<file path="config.mk">
export PLATFORM = sky130hd
export DESIGN_NAME = mcpu_ctrl_fsm_flat
export DESIGN_NICKNAME = d
export VERILOG_FILES = /design/src/rtl/mcpu_ctrl_fsm_pkg.sv /design/src/rtl/mcpu_ctrl_fsm_if.sv /design/src/rtl/mcpu_ctrl_fsm_decode.sv /design/src/rtl/mcpu_ctrl_fsm.sv /design/src/flat_wrapper.sv
export SDC_FILE = /design/constraint.sdc
export NUM_CORES = 1
export LEC_CHECK = 0
export CORE_MARGIN = 4
export CORE_UTILIZATION = 40
export DETAILED_ROUTE_END_ITERATION = 10
export PLACE_DENSITY = 0.73
export SLEW_MARGIN = 15
export SYNTH_ARGS = -nofsm -noshare
export SYNTH_HDL_FRONTEND = slang
export SYNTH_SLANG_ARGS = --single-unit
</file>
<file path="constraint.sdc">
create_clock -name clk -period 3.9 [get_ports clk]
set_input_delay 0.585 -clock clk [delete_from_list [all_inputs] [get_ports clk]]
set_output_delay 0.585 -clock clk [all_outputs]
set_load 0.02 [all_outputs]
</file>
<file path="src/rtl/mcpu_ctrl_fsm_pkg.sv">
// rtl/mcpu_ctrl_fsm_pkg.sv - state, opcode/funct, ALU and mux-select encodings for the multi-cycle controller
package mcpu_ctrl_fsm_pkg;

    typedef enum logic [3:0] {
        S_IF   = 4'd0,
        S_ID   = 4'd1,
        S_MADR = 4'd2,
        S_MRD  = 4'd3,
        S_MWB  = 4'd4,
        S_MWR  = 4'd5,
        S_REX  = 4'd6,
        S_RWB  = 4'd7,
        S_BR   = 4'd8,
        S_JMP  = 4'd9,
        S_IEX  = 4'd10,
        S_IWB  = 4'd11,
        S_JAL  = 4'd12,
        S_JR   = 4'd13,
        S_LUI  = 4'd14,
        S_TRAP = 4'd15
    } state_t;

    localparam logic [5:0] OP_RTYPE = 6'b000000;
    localparam logic [5:0] OP_J     = 6'b000010;
    localparam logic [5:0] OP_JAL   = 6'b000011;
    localparam logic [5:0] OP_BEQ   = 6'b000100;
    localparam logic [5:0] OP_BNE   = 6'b000101;
    localparam logic [5:0] OP_ADDI  = 6'b001000;
    localparam logic [5:0] OP_SLTI  = 6'b001010;
    localparam logic [5:0] OP_ANDI  = 6'b001100;
    localparam logic [5:0] OP_ORI   = 6'b001101;
    localparam logic [5:0] OP_XORI  = 6'b001110;
    localparam logic [5:0] OP_LUI   = 6'b001111;
    localparam logic [5:0] OP_LW    = 6'b100011;
    localparam logic [5:0] OP_SW    = 6'b101011;

    localparam logic [5:0] F_SRL  = 6'b000010;
    localparam logic [5:0] F_JR   = 6'b001000;
    localparam logic [5:0] F_JALR = 6'b001001;
    localparam logic [5:0] F_ADD  = 6'b100000;
    localparam logic [5:0] F_SUB  = 6'b100010;
    localparam logic [5:0] F_AND  = 6'b100100;
    localparam logic [5:0] F_OR   = 6'b100101;
    localparam logic [5:0] F_XOR  = 6'b100110;
    localparam logic [5:0] F_NOR  = 6'b100111;
    localparam logic [5:0] F_SLT  = 6'b101010;

    localparam logic [2:0] ALU_AND = 3'd0;
    localparam logic [2:0] ALU_OR  = 3'd1;
    localparam logic [2:0] ALU_ADD = 3'd2;
    localparam logic [2:0] ALU_XOR = 3'd3;
    localparam logic [2:0] ALU_NOR = 3'd4;
    localparam logic [2:0] ALU_SRL = 3'd5;
    localparam logic [2:0] ALU_SUB = 3'd6;
    localparam logic [2:0] ALU_SLT = 3'd7;

    localparam logic [1:0] REGDST_RT = 2'b00;
    localparam logic [1:0] REGDST_RD = 2'b01;
    localparam logic [1:0] REGDST_RA = 2'b10;

    localparam logic [1:0] DTR_ALUOUT = 2'b00;
    localparam logic [1:0] DTR_MDR    = 2'b01;
    localparam logic [1:0] DTR_LUI    = 2'b10;
    localparam logic [1:0] DTR_PC     = 2'b11;

    localparam logic [1:0] SRCB_RT    = 2'b00;
    localparam logic [1:0] SRCB_FOUR  = 2'b01;
    localparam logic [1:0] SRCB_IMM   = 2'b10;
    localparam logic [1:0] SRCB_BRIMM = 2'b11;

    localparam logic [1:0] PCSRC_ALU    = 2'b00;
    localparam logic [1:0] PCSRC_ALUOUT = 2'b01;
    localparam logic [1:0] PCSRC_JUMP   = 2'b10;
    localparam logic [1:0] PCSRC_RS     = 2'b11;

endpackage

</file>
<file path="src/rtl/mcpu_ctrl_fsm_if.sv">
// rtl/mcpu_ctrl_fsm_if.sv - controller <-> datapath signal bundle
interface mcpu_ctrl_fsm_if #(
    parameter int ALU_W = 3
);
    logic [5:0]       OPcode;
    logic [5:0]       Fun;
    logic             zero;
    logic             MIO_ready;
    logic             PCWrite;
    logic             IorD;
    logic             MemRead;
    logic             mem_w;
    logic             IRWrite;
    logic [1:0]       RegDst;
    logic [1:0]       DatatoReg;
    logic             RegWrite;
    logic             ALUSrcA;
    logic [1:0]       ALUSrcB;
    logic [1:0]       PCSource;
    logic [ALU_W-1:0] ALU_Control;
    logic             CPU_MIO;
    logic             illegal;
    logic             bus_err;
    logic [3:0]       state;

    modport master (
        input  OPcode, Fun, zero, MIO_ready,
        output PCWrite, IorD, MemRead, mem_w, IRWrite, RegDst, DatatoReg, RegWrite,
               ALUSrcA, ALUSrcB, PCSource, ALU_Control, CPU_MIO, illegal, bus_err, state
    );

    modport slave (
        output OPcode, Fun, zero, MIO_ready,
        input  PCWrite, IorD, MemRead, mem_w, IRWrite, RegDst, DatatoReg, RegWrite,
               ALUSrcA, ALUSrcB, PCSource, ALU_Control, CPU_MIO, illegal, bus_err, state
    );
endinterface

</file>
<file path="src/rtl/mcpu_ctrl_fsm_decode.sv">
// rtl/mcpu_ctrl_fsm_decode.sv - OPcode/Fun to post-ID state, ALU operation and illegal flag
module mcpu_ctrl_fsm_decode
    import mcpu_ctrl_fsm_pkg::*;
#(
    parameter int ALU_W = 3
) (
    input  logic [5:0]       opcode,
    input  logic [5:0]       fun,
    output state_t           dispatch,
    output logic [ALU_W-1:0] alu_ctrl,
    output logic             illegal
);

    logic [2:0] alu3;

    always_comb begin
        dispatch = S_TRAP;
        alu3     = ALU_ADD;
        case (opcode)
            OP_RTYPE: begin
                case (fun)
                    F_ADD:   begin dispatch = S_REX; alu3 = ALU_ADD; end
                    F_SUB:   begin dispatch = S_REX; alu3 = ALU_SUB; end
                    F_AND:   begin dispatch = S_REX; alu3 = ALU_AND; end
                    F_OR:    begin dispatch = S_REX; alu3 = ALU_OR;  end
                    F_XOR:   begin dispatch = S_REX; alu3 = ALU_XOR; end
                    F_NOR:   begin dispatch = S_REX; alu3 = ALU_NOR; end
                    F_SLT:   begin dispatch = S_REX; alu3 = ALU_SLT; end
                    F_SRL:   begin dispatch = S_REX; alu3 = ALU_SRL; end
                    F_JR:    dispatch = S_JR;
                    // jalr shares the link-and-jump state with jal
                    F_JALR:  dispatch = S_JAL;
                    default: dispatch = S_TRAP;
                endcase
            end
            OP_LW, OP_SW:   dispatch = S_MADR;
            OP_BEQ, OP_BNE: dispatch = S_BR;
            OP_J:           dispatch = S_JMP;
            OP_JAL:         dispatch = S_JAL;
            OP_ADDI:        begin dispatch = S_IEX; alu3 = ALU_ADD; end
            OP_ANDI:        begin dispatch = S_IEX; alu3 = ALU_AND; end
            OP_ORI:         begin dispatch = S_IEX; alu3 = ALU_OR;  end
            OP_SLTI:        begin dispatch = S_IEX; alu3 = ALU_SLT; end
            OP_XORI:        begin dispatch = S_IEX; alu3 = ALU_XOR; end
            OP_LUI:         dispatch = S_LUI;
            default:        dispatch = S_TRAP;
        endcase
    end

    assign alu_ctrl = ALU_W'(alu3);
    assign illegal  = (dispatch == S_TRAP);

endmodule

</file>
<file path="src/rtl/mcpu_ctrl_fsm.sv">
// rtl/mcpu_ctrl_fsm.sv - multi-cycle MIPS control FSM with bus-stall timeout and sticky fault flags
module mcpu_ctrl_fsm
    import mcpu_ctrl_fsm_pkg::*;
#(
    parameter int ALU_W      = 3,
    parameter int WAIT_LIMIT = 0,
    parameter int CNT_W      = 8
) (
    input  logic             clk,
    input  logic             rst_n,
    mcpu_ctrl_fsm_if.master  bus
);

    localparam logic [CNT_W-1:0] CNT_MAX = '1;
    localparam logic [CNT_W-1:0] CNT_LIM = CNT_W'(WAIT_LIMIT);

    state_t           state_q, state_d;
    logic [CNT_W-1:0] cnt_q, cnt_d;
    logic             illegal_q, illegal_d;
    logic             bus_err_q, bus_err_d;

    state_t           dec_dispatch;
    logic [ALU_W-1:0] dec_alu;
    logic             dec_illegal;

    logic             stalled;
    logic             limit_hit;

    mcpu_ctrl_fsm_decode #(.ALU_W(ALU_W)) u_decode (
        .opcode   (bus.OPcode),
        .fun      (bus.Fun),
        .dispatch (dec_dispatch),
        .alu_ctrl (dec_alu),
        .illegal  (dec_illegal)
    );

    always_ff @(posedge clk) begin
        if (!rst_n) begin
            state_q   <= S_IF;
            cnt_q     <= '0;
            illegal_q <= 1'b0;
            bus_err_q <= 1'b0;
        end else begin
            state_q   <= state_d;
            cnt_q     <= cnt_d;
            illegal_q <= illegal_d;
            bus_err_q <= bus_err_d;
        end
    end

    // Only the bus-owning states can stall; every other state advances unconditionally
    assign stalled   = ((state_q == S_IF) || (state_q == S_MRD) || (state_q == S_MWR)) && !bus.MIO_ready;
    assign limit_hit = (WAIT_LIMIT != 0) && stalled && (cnt_q == CNT_LIM);

    always_comb begin
        state_d   = state_q;
        cnt_d     = '0;
        illegal_d = illegal_q;
        bus_err_d = bus_err_q;
        if (stalled) begin
            cnt_d = (cnt_q == CNT_MAX) ? cnt_q : cnt_q + 1'b1;
        end
        case (state_q)
            S_IF:   if (bus.MIO_ready) state_d = S_ID;
            S_ID: begin
                state_d = dec_dispatch;
                if (dec_illegal) illegal_d = 1'b1;
            end
            S_MADR: state_d = (bus.OPcode == OP_SW) ? S_MWR : S_MRD;
            S_MRD:  if (bus.MIO_ready) state_d = S_MWB;
            S_MWR:  if (bus.MIO_ready) state_d = S_IF;
            S_REX:  state_d = S_RWB;
            S_IEX:  state_d = S_IWB;
            S_MWB, S_RWB, S_IWB, S_LUI,
            S_BR, S_JMP, S_JR, S_JAL: state_d = S_IF;
            S_TRAP: state_d = S_TRAP;
            default: state_d = S_TRAP;
        endcase
        if (limit_hit) begin
            state_d   = S_TRAP;
            bus_err_d = 1'b1;
            cnt_d     = '0;
        end
    end

    logic             pc_write, iord, mem_read, mem_w, ir_write, reg_write, src_a, cpu_mio;
    logic [1:0]       reg_dst, dtr, src_b, pc_src;
    logic [ALU_W-1:0] alu;

    always_comb begin
        pc_write  = 1'b0;
        iord      = 1'b0;
        mem_read  = 1'b0;
        mem_w     = 1'b0;
        ir_write  = 1'b0;
        reg_write = 1'b0;
        src_a     = 1'b0;
        cpu_mio   = 1'b0;
        reg_dst   = REGDST_RT;
        dtr       = DTR_ALUOUT;
        src_b     = SRCB_RT;
        pc_src    = PCSRC_ALU;
        alu       = '0;
        case (state_q)
            S_IF: begin
                mem_read = 1'b1;
                cpu_mio  = 1'b1;
                src_b    = SRCB_FOUR;
                alu      = ALU_W'(ALU_ADD);
                ir_write = bus.MIO_ready;
                pc_write = bus.MIO_ready;
            end
            S_ID: begin
                src_b = SRCB_BRIMM;
                alu   = ALU_W'(ALU_ADD);
            end
            S_MADR: begin
                src_a = 1'b1;
                src_b = SRCB_IMM;
                alu   = ALU_W'(ALU_ADD);
            end
            S_MRD: begin
                mem_read = 1'b1;
                iord     = 1'b1;
                cpu_mio  = 1'b1;
            end
            S_MWB: begin
                dtr       = DTR_MDR;
                reg_write = 1'b1;
            end
            S_MWR: begin
                mem_w   = 1'b1;
                iord    = 1'b1;
                cpu_mio = 1'b1;
            end
            S_REX: begin
                src_a = 1'b1;
                alu   = dec_alu;
            end
            S_RWB: begin
                reg_dst   = REGDST_RD;
                reg_write = 1'b1;
            end
            S_IEX: begin
                src_a = 1'b1;
                src_b = SRCB_IMM;
                alu   = dec_alu;
            end
            S_IWB:  reg_write = 1'b1;
            S_LUI: begin
                dtr       = DTR_LUI;
                reg_write = 1'b1;
            end
            S_BR: begin
                src_a    = 1'b1;
                alu      = ALU_W'(ALU_SUB);
                pc_src   = PCSRC_ALUOUT;
                pc_write = (bus.OPcode == OP_BNE) ? !bus.zero : bus.zero;
            end
            S_JMP: begin
                pc_src   = PCSRC_JUMP;
                pc_write = 1'b1;
            end
            S_JR: begin
                pc_src   = PCSRC_RS;
                pc_write = 1'b1;
            end
            S_JAL: begin
                // PC already holds the return address (+4 taken in IF)
                dtr       = DTR_PC;
                reg_write = 1'b1;
                pc_write  = 1'b1;
                if (bus.OPcode == OP_JAL) begin
                    reg_dst = REGDST_RA;
                    pc_src  = PCSRC_JUMP;
                end else begin
                    reg_dst = REGDST_RD;
                    pc_src  = PCSRC_RS;
                end
            end
            default: ;
        endcase
    end

    assign bus.PCWrite     = rst_n & pc_write;
    assign bus.IorD        = rst_n & iord;
    assign bus.MemRead     = rst_n & mem_read;
    assign bus.mem_w       = rst_n & mem_w;
    assign bus.IRWrite     = rst_n & ir_write;
    assign bus.RegWrite    = rst_n & reg_write;
    assign bus.ALUSrcA     = rst_n & src_a;
    assign bus.CPU_MIO     = rst_n & cpu_mio;
    assign bus.RegDst      = rst_n ? reg_dst : 2'b00;
    assign bus.DatatoReg   = rst_n ? dtr     : 2'b00;
    assign bus.ALUSrcB     = rst_n ? src_b   : 2'b00;
    assign bus.PCSource    = rst_n ? pc_src  : 2'b00;
    assign bus.ALU_Control = rst_n ? alu     : '0;
    assign bus.illegal     = rst_n & illegal_q;
    assign bus.bus_err     = rst_n & bus_err_q;
    assign bus.state       = rst_n ? state_q : 4'd0;

endmodule
</file>
<file path="src/flat_wrapper.sv">
// flat-port wrapper written by rule: the top's interface ports become plain ports
module mcpu_ctrl_fsm_flat import mcpu_ctrl_fsm_pkg::*;
#(
    parameter int ALU_W      = 3,
    parameter int WAIT_LIMIT = 0,
    parameter int CNT_W      = 8
)
  (clk, rst_n, bus_OPcode, bus_Fun, bus_zero, bus_MIO_ready, bus_PCWrite, bus_IorD, bus_MemRead, bus_mem_w, bus_IRWrite, bus_RegDst, bus_DatatoReg, bus_RegWrite, bus_ALUSrcA, bus_ALUSrcB, bus_PCSource, bus_ALU_Control, bus_CPU_MIO, bus_illegal, bus_bus_err, bus_state);
  mcpu_ctrl_fsm_if #(.ALU_W(ALU_W)) bus_i ();
  input  logic clk;
  input  logic rst_n;
  input wire logic [$bits(bus_i.OPcode)-1:0] bus_OPcode;
  input wire logic [$bits(bus_i.Fun)-1:0] bus_Fun;
  input wire logic [$bits(bus_i.zero)-1:0] bus_zero;
  input wire logic [$bits(bus_i.MIO_ready)-1:0] bus_MIO_ready;
  output wire logic [$bits(bus_i.PCWrite)-1:0] bus_PCWrite;
  output wire logic [$bits(bus_i.IorD)-1:0] bus_IorD;
  output wire logic [$bits(bus_i.MemRead)-1:0] bus_MemRead;
  output wire logic [$bits(bus_i.mem_w)-1:0] bus_mem_w;
  output wire logic [$bits(bus_i.IRWrite)-1:0] bus_IRWrite;
  output wire logic [$bits(bus_i.RegDst)-1:0] bus_RegDst;
  output wire logic [$bits(bus_i.DatatoReg)-1:0] bus_DatatoReg;
  output wire logic [$bits(bus_i.RegWrite)-1:0] bus_RegWrite;
  output wire logic [$bits(bus_i.ALUSrcA)-1:0] bus_ALUSrcA;
  output wire logic [$bits(bus_i.ALUSrcB)-1:0] bus_ALUSrcB;
  output wire logic [$bits(bus_i.PCSource)-1:0] bus_PCSource;
  output wire logic [$bits(bus_i.ALU_Control)-1:0] bus_ALU_Control;
  output wire logic [$bits(bus_i.CPU_MIO)-1:0] bus_CPU_MIO;
  output wire logic [$bits(bus_i.illegal)-1:0] bus_illegal;
  output wire logic [$bits(bus_i.bus_err)-1:0] bus_bus_err;
  output wire logic [$bits(bus_i.state)-1:0] bus_state;
  assign bus_i.OPcode = bus_OPcode;
  assign bus_i.Fun = bus_Fun;
  assign bus_i.zero = bus_zero;
  assign bus_i.MIO_ready = bus_MIO_ready;
  assign bus_PCWrite = bus_i.PCWrite;
  assign bus_IorD = bus_i.IorD;
  assign bus_MemRead = bus_i.MemRead;
  assign bus_mem_w = bus_i.mem_w;
  assign bus_IRWrite = bus_i.IRWrite;
  assign bus_RegDst = bus_i.RegDst;
  assign bus_DatatoReg = bus_i.DatatoReg;
  assign bus_RegWrite = bus_i.RegWrite;
  assign bus_ALUSrcA = bus_i.ALUSrcA;
  assign bus_ALUSrcB = bus_i.ALUSrcB;
  assign bus_PCSource = bus_i.PCSource;
  assign bus_ALU_Control = bus_i.ALU_Control;
  assign bus_CPU_MIO = bus_i.CPU_MIO;
  assign bus_illegal = bus_i.illegal;
  assign bus_bus_err = bus_i.bus_err;
  assign bus_state = bus_i.state;
  mcpu_ctrl_fsm #(.ALU_W(ALU_W), .WAIT_LIMIT(WAIT_LIMIT), .CNT_W(CNT_W)) u_core (.clk(clk), .rst_n(rst_n), .bus(bus_i));
endmodule
</file>
* Word-level counts from Yosys, hierarchy flattened *
Cells that the tools add are included.

storage, ports and cells
  bits in registers = 5
  output and inout port bits = 25
  ROM bits = 0
  memories kept = 0
  bits in latches = 0
  memory bits (writable) = 0

operators by class
  shift operators = 0
  eq/ne operators = 41
  $lt $le $gt $ge = 0
  div/mod/pow operators = 0
  bitwise operators = 9
  multiplexer cells = 31
  $add $sub $neg = 0
  multiply operators = 0
  reductions and logical operators = 19

operators with widths
  operator              count
  $eq A6 B6 Y1 const B  9
  $eq A6 B4 Y1 const B  8
  $eq A4 B4 Y1 const B  9
  $pmux W4 S9           1
  $pmux W4 S7           1
  $pmux W3 S7           1
  $eq A6 B2 Y1 const B  3
  $eq A4 B3 Y1 const B  4
  $mux W4               4
  $reduce_or A8 Y1      2
  $pmux W3 S5           1
  $eq A6 B3 Y1 const B  2
  $pmux W2 S3           2
  $pmux W4 S3           1
  $reduce_or A2 Y1      6
  $mux W2               5
  $reduce_or A5 Y1      2
  $and A1 B1 Y1         9
  $mux W1               9
  $pmux W3 S3           1
  $reduce_or A3 Y1      3
  $eq A4 B2 Y1 const B  2
  $pmux W2 S4           1
  $logic_not A6 Y1      1
  10 further kinds      13

* Longest topological paths before layout *
  depth after elaboration = 6
  mapped depth = 7
  mapped depth without buffers = 6

* Modules after synthesis *
From an unflattened synthesis, not the netlist that was laid out.

unflattened totals
  cell total of the unflattened synthesis = 177
  area total of the unflattened synthesis = 1159.9 µm²

modules (own cells, without submodules)
  module                seq. area each (µm²)  cells each  times used  area each (µm²)
  mcpu_ctrl_fsm         100.1                 113         1           803.3
  mcpu_ctrl_fsm_decode  0.0                   64          1           356.6

* Worst setup path after synthesis *
Ideal clock, no wire load.

  kind = input port to output port
  start = input bus_OPcode[1]
  end = output bus_PCWrite
  stages on the path = 5
  path buffers = 1
  arrival = 1.777 ns
  data required time = 3.315 ns
  path slack = 1.538 ns
  cells stage by stage = buf_6 nor3_2 nand4_1 xor2_1 a311oi_1

between the ends
  longest elaborated chain between the ends = 4

ends and longest elaborated chain
  element             RTL line              text
  start: declaration  flat_wrapper.sv:12    input wire logic [$bits(bus_i.OPcode)-1:0] bus_OPcode;
  $eq A6 B3 Y1        mcpu_ctrl_fsm.sv:158  pc_write = (bus.OPcode == OP_BNE) ? !bus.zero : bus.zero;
  $mux W1             mcpu_ctrl_fsm.sv:158
  $pmux W1 S3         mcpu_ctrl_fsm.sv:104  case (state_q)
  $and A1 B1 Y1       mcpu_ctrl_fsm.sv:185  assign bus.PCWrite = rst_n & pc_write;
  end: declaration    flat_wrapper.sv:16    output wire logic [$bits(bus_i.PCWrite)-1:0] bus_PCWrite;

No other way between the ends.

* Worst setup path in the final report *
  start = input bus_Fun[1]
  end = output bus_ALU_Control[1]

between the ends
  longest elaborated chain between the ends = 5

ends and longest elaborated chain
  element                                       RTL line                    text
  start: declaration                            flat_wrapper.sv:13          input wire logic [$bits(bus_i.Fun)-1:0] bus_Fun;
  $eq A6 B2 Y1 or $eq A6 B6 Y1 (tied branches)  mcpu_ctrl_fsm_decode.sv:21  case (fun)
  $pmux W3 S7 *                                 mcpu_ctrl_fsm_decode.sv:21
  $pmux W3 S5 *                                 mcpu_ctrl_fsm_decode.sv:19  case (opcode)
  $pmux W3 S3 *                                 mcpu_ctrl_fsm.sv:104
  $mux W3 *                                     mcpu_ctrl_fsm.sv:197        assign bus.ALU_Control = rst_n ? alu : '0;
  end: declaration                              flat_wrapper.sv:27          output wire logic [$bits(bus_i.ALU_Control)-1:0] bus_ALU_Control;

Every way passes the cells marked *; elsewhere a longest branch is shown, timed or not.

==> flow_summary.yaml <==
status:
  status: "completed"
power:
  power_mw: 0.480
  power.ir.vdd_worst_mv: 0.321
  powerDensity_nw_per_um2: 318
  leakage_nw: 0.533
clock_network:
  cts_inserted_buffers: 3
  clkLatencyLatePin_ns: 0.24
  cts_tree: "built"
  cts_buffer_depth: 2
  cts_resized: 0
  clkTransAtPathRegs_ns: 0.05
  cts_sinks: 5
  cts-root-buf: "clkbuf_4"
  htree_levels: 1
  ctsHoldBuffers: 0
  post_cts.repair.setup_buffers: 0
synthesis:
  synth_cell_type_count: 59
  synth_top_flop_cell: "dfxtp_1"
  ys_seq_area_frac: 0.0895
  synth_edf_count: 0
  synthArstFlopShare: 0
  synth_area_sq_um: 1120
  syn_inst: 175
  synth-seq-cells: 5
  synth_warnings: 0
  synth_nets: 191
  avgSynthCellArea_sq_um: 6.39
placement:
  hpwlAfterDp_microns: 2680
  postPlaceCellArea_sq_um: 1480
  gp_congestion: 0.925
  dpl.cell_count: 234
  port-buffer-count: 39
floorplan:
  io_pins: 41
  design.core.area_sq_um: 2570
  start_util: 0.436
  die_area_sq_um: 3710
  die_h_microns: 60.9
  die_width_microns: 60.9
  row_count: 18
finish:
  final_common_cell: "clkdlybuf4s50_1"
  final_cell_mix: "39 x clkdlybuf4s50_1, 23 x nor2_1, 15 x nand2_1, 15 x a21oi_1, 10 x nor3_1"
  drive_above_1_share: 0.0913
  fin_nets: 225
  fin_area_sq_um: 1510
  diodes: 0
  final_cells: 238
  fill_cells: 263
  post-route-util: 0.588
  area_delta_synth_final_pct: 34.9
timing:
  rsz0062_at_grt: "no"
  fin_crit_ns: 3.47
  finalSetupTns_ns: 0
  worstMarginPinSlew_ns: 0.756
  maxSlewViolCount: 0
  timing.final.hold_violations: 0
  post-route-period-util: 0.889
  relSlewSlack: 0.495
  fin_worst_skew_ns: 0.00553
  fmax_mhz: 288
  setup_viol: 0
setup_path:
  start_kind: "input pin"
  rr_worst_depth: 6
  cp_max_fo: 4
  worstSetupEndpoint: "bus_ALU_Control[1]"
  path_class: "in2out"
  critPathMostFrequentCell: "clkdlybuf4s50_1"
  worst_path_largest_cell_delay_ns: 0.64
  cp.required_ns: 3.31
  critPathCaptureType: "output pin"
  timing.rr.start: "u_core.state_q[1]"
  critPathSlowestCell: "clkdlybuf4s50_1"
  crit_start: "bus_Fun[1]"
  r2r_end: "u_core.state_q[2]"
  worstPathCellList: "clkdlybuf4s50_1 > nor2b_2 > mux2i_1 > o22ai_1 > a311o_1 > a21oi_1 > clkdlybuf4s50_1"
  r2r_slack_ns: 1.98
  arrival_ns: 2.88
routing:
  routed_wl_microns: 3400
  via_count: 1387
  route.detailed.drc: 0
  dr.pass1.iters: 4
  drt-initial-drc-count: 79
  wl_per_cell_microns: 14.3
  viasPerCell: 5.83
  antenna_left: 0
run:
  max-cap-violations: 0
global_routing:
  grt_pass1_wl_microns: 5580
  grt_max_degree: 24
  overflow: 0
  antenna_found_initial: 0
  grt_util_all_layers: 0.190
  grt_pass1_vias: 1277
worst_hold_path:
  hold_class: "reg2reg"
==> registers in the layout, indices dropped and copies added, names as in the netlist <==
name	flops
u_core.illegal_q	1
u_core.state_q	4
==> worst max-delay path, delay by kind of cell <==
family / cells / cell delay (ns)
multiplexers: 1 / 0.23
AO/OA/AOI/OAI: 3 / 0.67
buffers and inverters: 2 / 1.16
AND/OR/NAND/NOR: 1 / 0.23
==> metal layers <==
layer	wire length, microns	vias up	global-route usage	share of wire
met2	1630	51	0.321	0.48
met3	215	4	0.0277	0.063
met1	1520	629	0.251	0.45
li1	-	703	-	-
met4	34	0	0.0495	0.010
met5	0	-	0	0
==> where the power goes <==
part	total [mW]	leakage [nW]	switching [mW]	internal [mW]
logic	0.314	0.474	0.167	0.147
registers	0.107	0.0409	0.0442	0.0625
clock network	0.0589	0.0177	0.0218	0.0371
total	0.480	0.533	0.233	0.246
==> stage by stage <==
step | worst slack (ns) | hold slack, ns
after CTS | 0.443 | 0.573
after detailed placement | 0.464 | 0.551
after floorplan | 1.54 | 0.619
after global placement | 0.496 | 0.551
after global routing | 0.329 | 0.598
final | 0.433 | 0.562
==> how the worst min path moves through the flow <==
stage	startpoint	end	slack [ns]	depth (start not counted)
2_1_floorplan	u_core.state_q[3]	u_core.state_q[1]	0.62	3
3_3_place_gp	u_core.illegal_q	u_core.illegal_q	0.55	2
3_5_place_dp	u_core.illegal_q	u_core.illegal_q	0.55	2
4_1_cts	u_core.illegal_q	u_core.illegal_q	0.57	2
5_1_grt	u_core.illegal_q	u_core.illegal_q	0.60	2
6_report	u_core.illegal_q	u_core.illegal_q	0.56	2
==> cell usage after synthesis, types with 2 or more instances <==
master / count / area (sq um)
inv_1: 9 / 33.8
buf_6: 2 / 22.5
and2_1: 7 / 43.8
a41oi_1: 2 / 17.5
nand3_1: 4 / 20.0
nor3_1: 10 / 50.1
nand2_1: 15 / 56.3
nor3_2: 2 / 20.0
nand3b_1: 2 / 15.0
nor2_1: 23 / 86.3
a211oi_1: 4 / 30.0
buf_4: 4 / 30.0
o21ai_0: 7 / 35.0
o22ai_1: 4 / 25.0
a21oi_1: 15 / 75.1
buf_2: 4 / 20.0
xor2_1: 2 / 17.5
nor2b_1: 5 / 31.3
nand2b_1: 7 / 43.8
xnor2_1: 2 / 17.5
dfxtp_1: 5 / 100
nand4_1: 2 / 12.5
a31oi_1: 2 / 12.5
==> area by class of cell <==
class                           count  area, sq um  share of cell area
Multi-Input combinational cell    148          901               0.597
Tap cell                           30         37.5              0.0249
Sequential cell                     5          100              0.0663
Inverter                           10         37.5              0.0249
Timing Repair Buffer               41          405               0.269
Clock buffer                        3         22.5              0.0149
Clock inverter                      1         5.00             0.00332
==> kinds of logic after synthesis <==
family                 after synthesis  synth area share
AND/OR/NAND/NOR                     89             0.433
AO/OA/AOI/OAI                       52             0.319
buffers and inverters               22             0.105
flip-flops                           5            0.0895
XOR/XNOR                             4            0.0313
multiplexers                         2            0.0190
other                                1           0.00335
(Power assumes the default switching activity.)
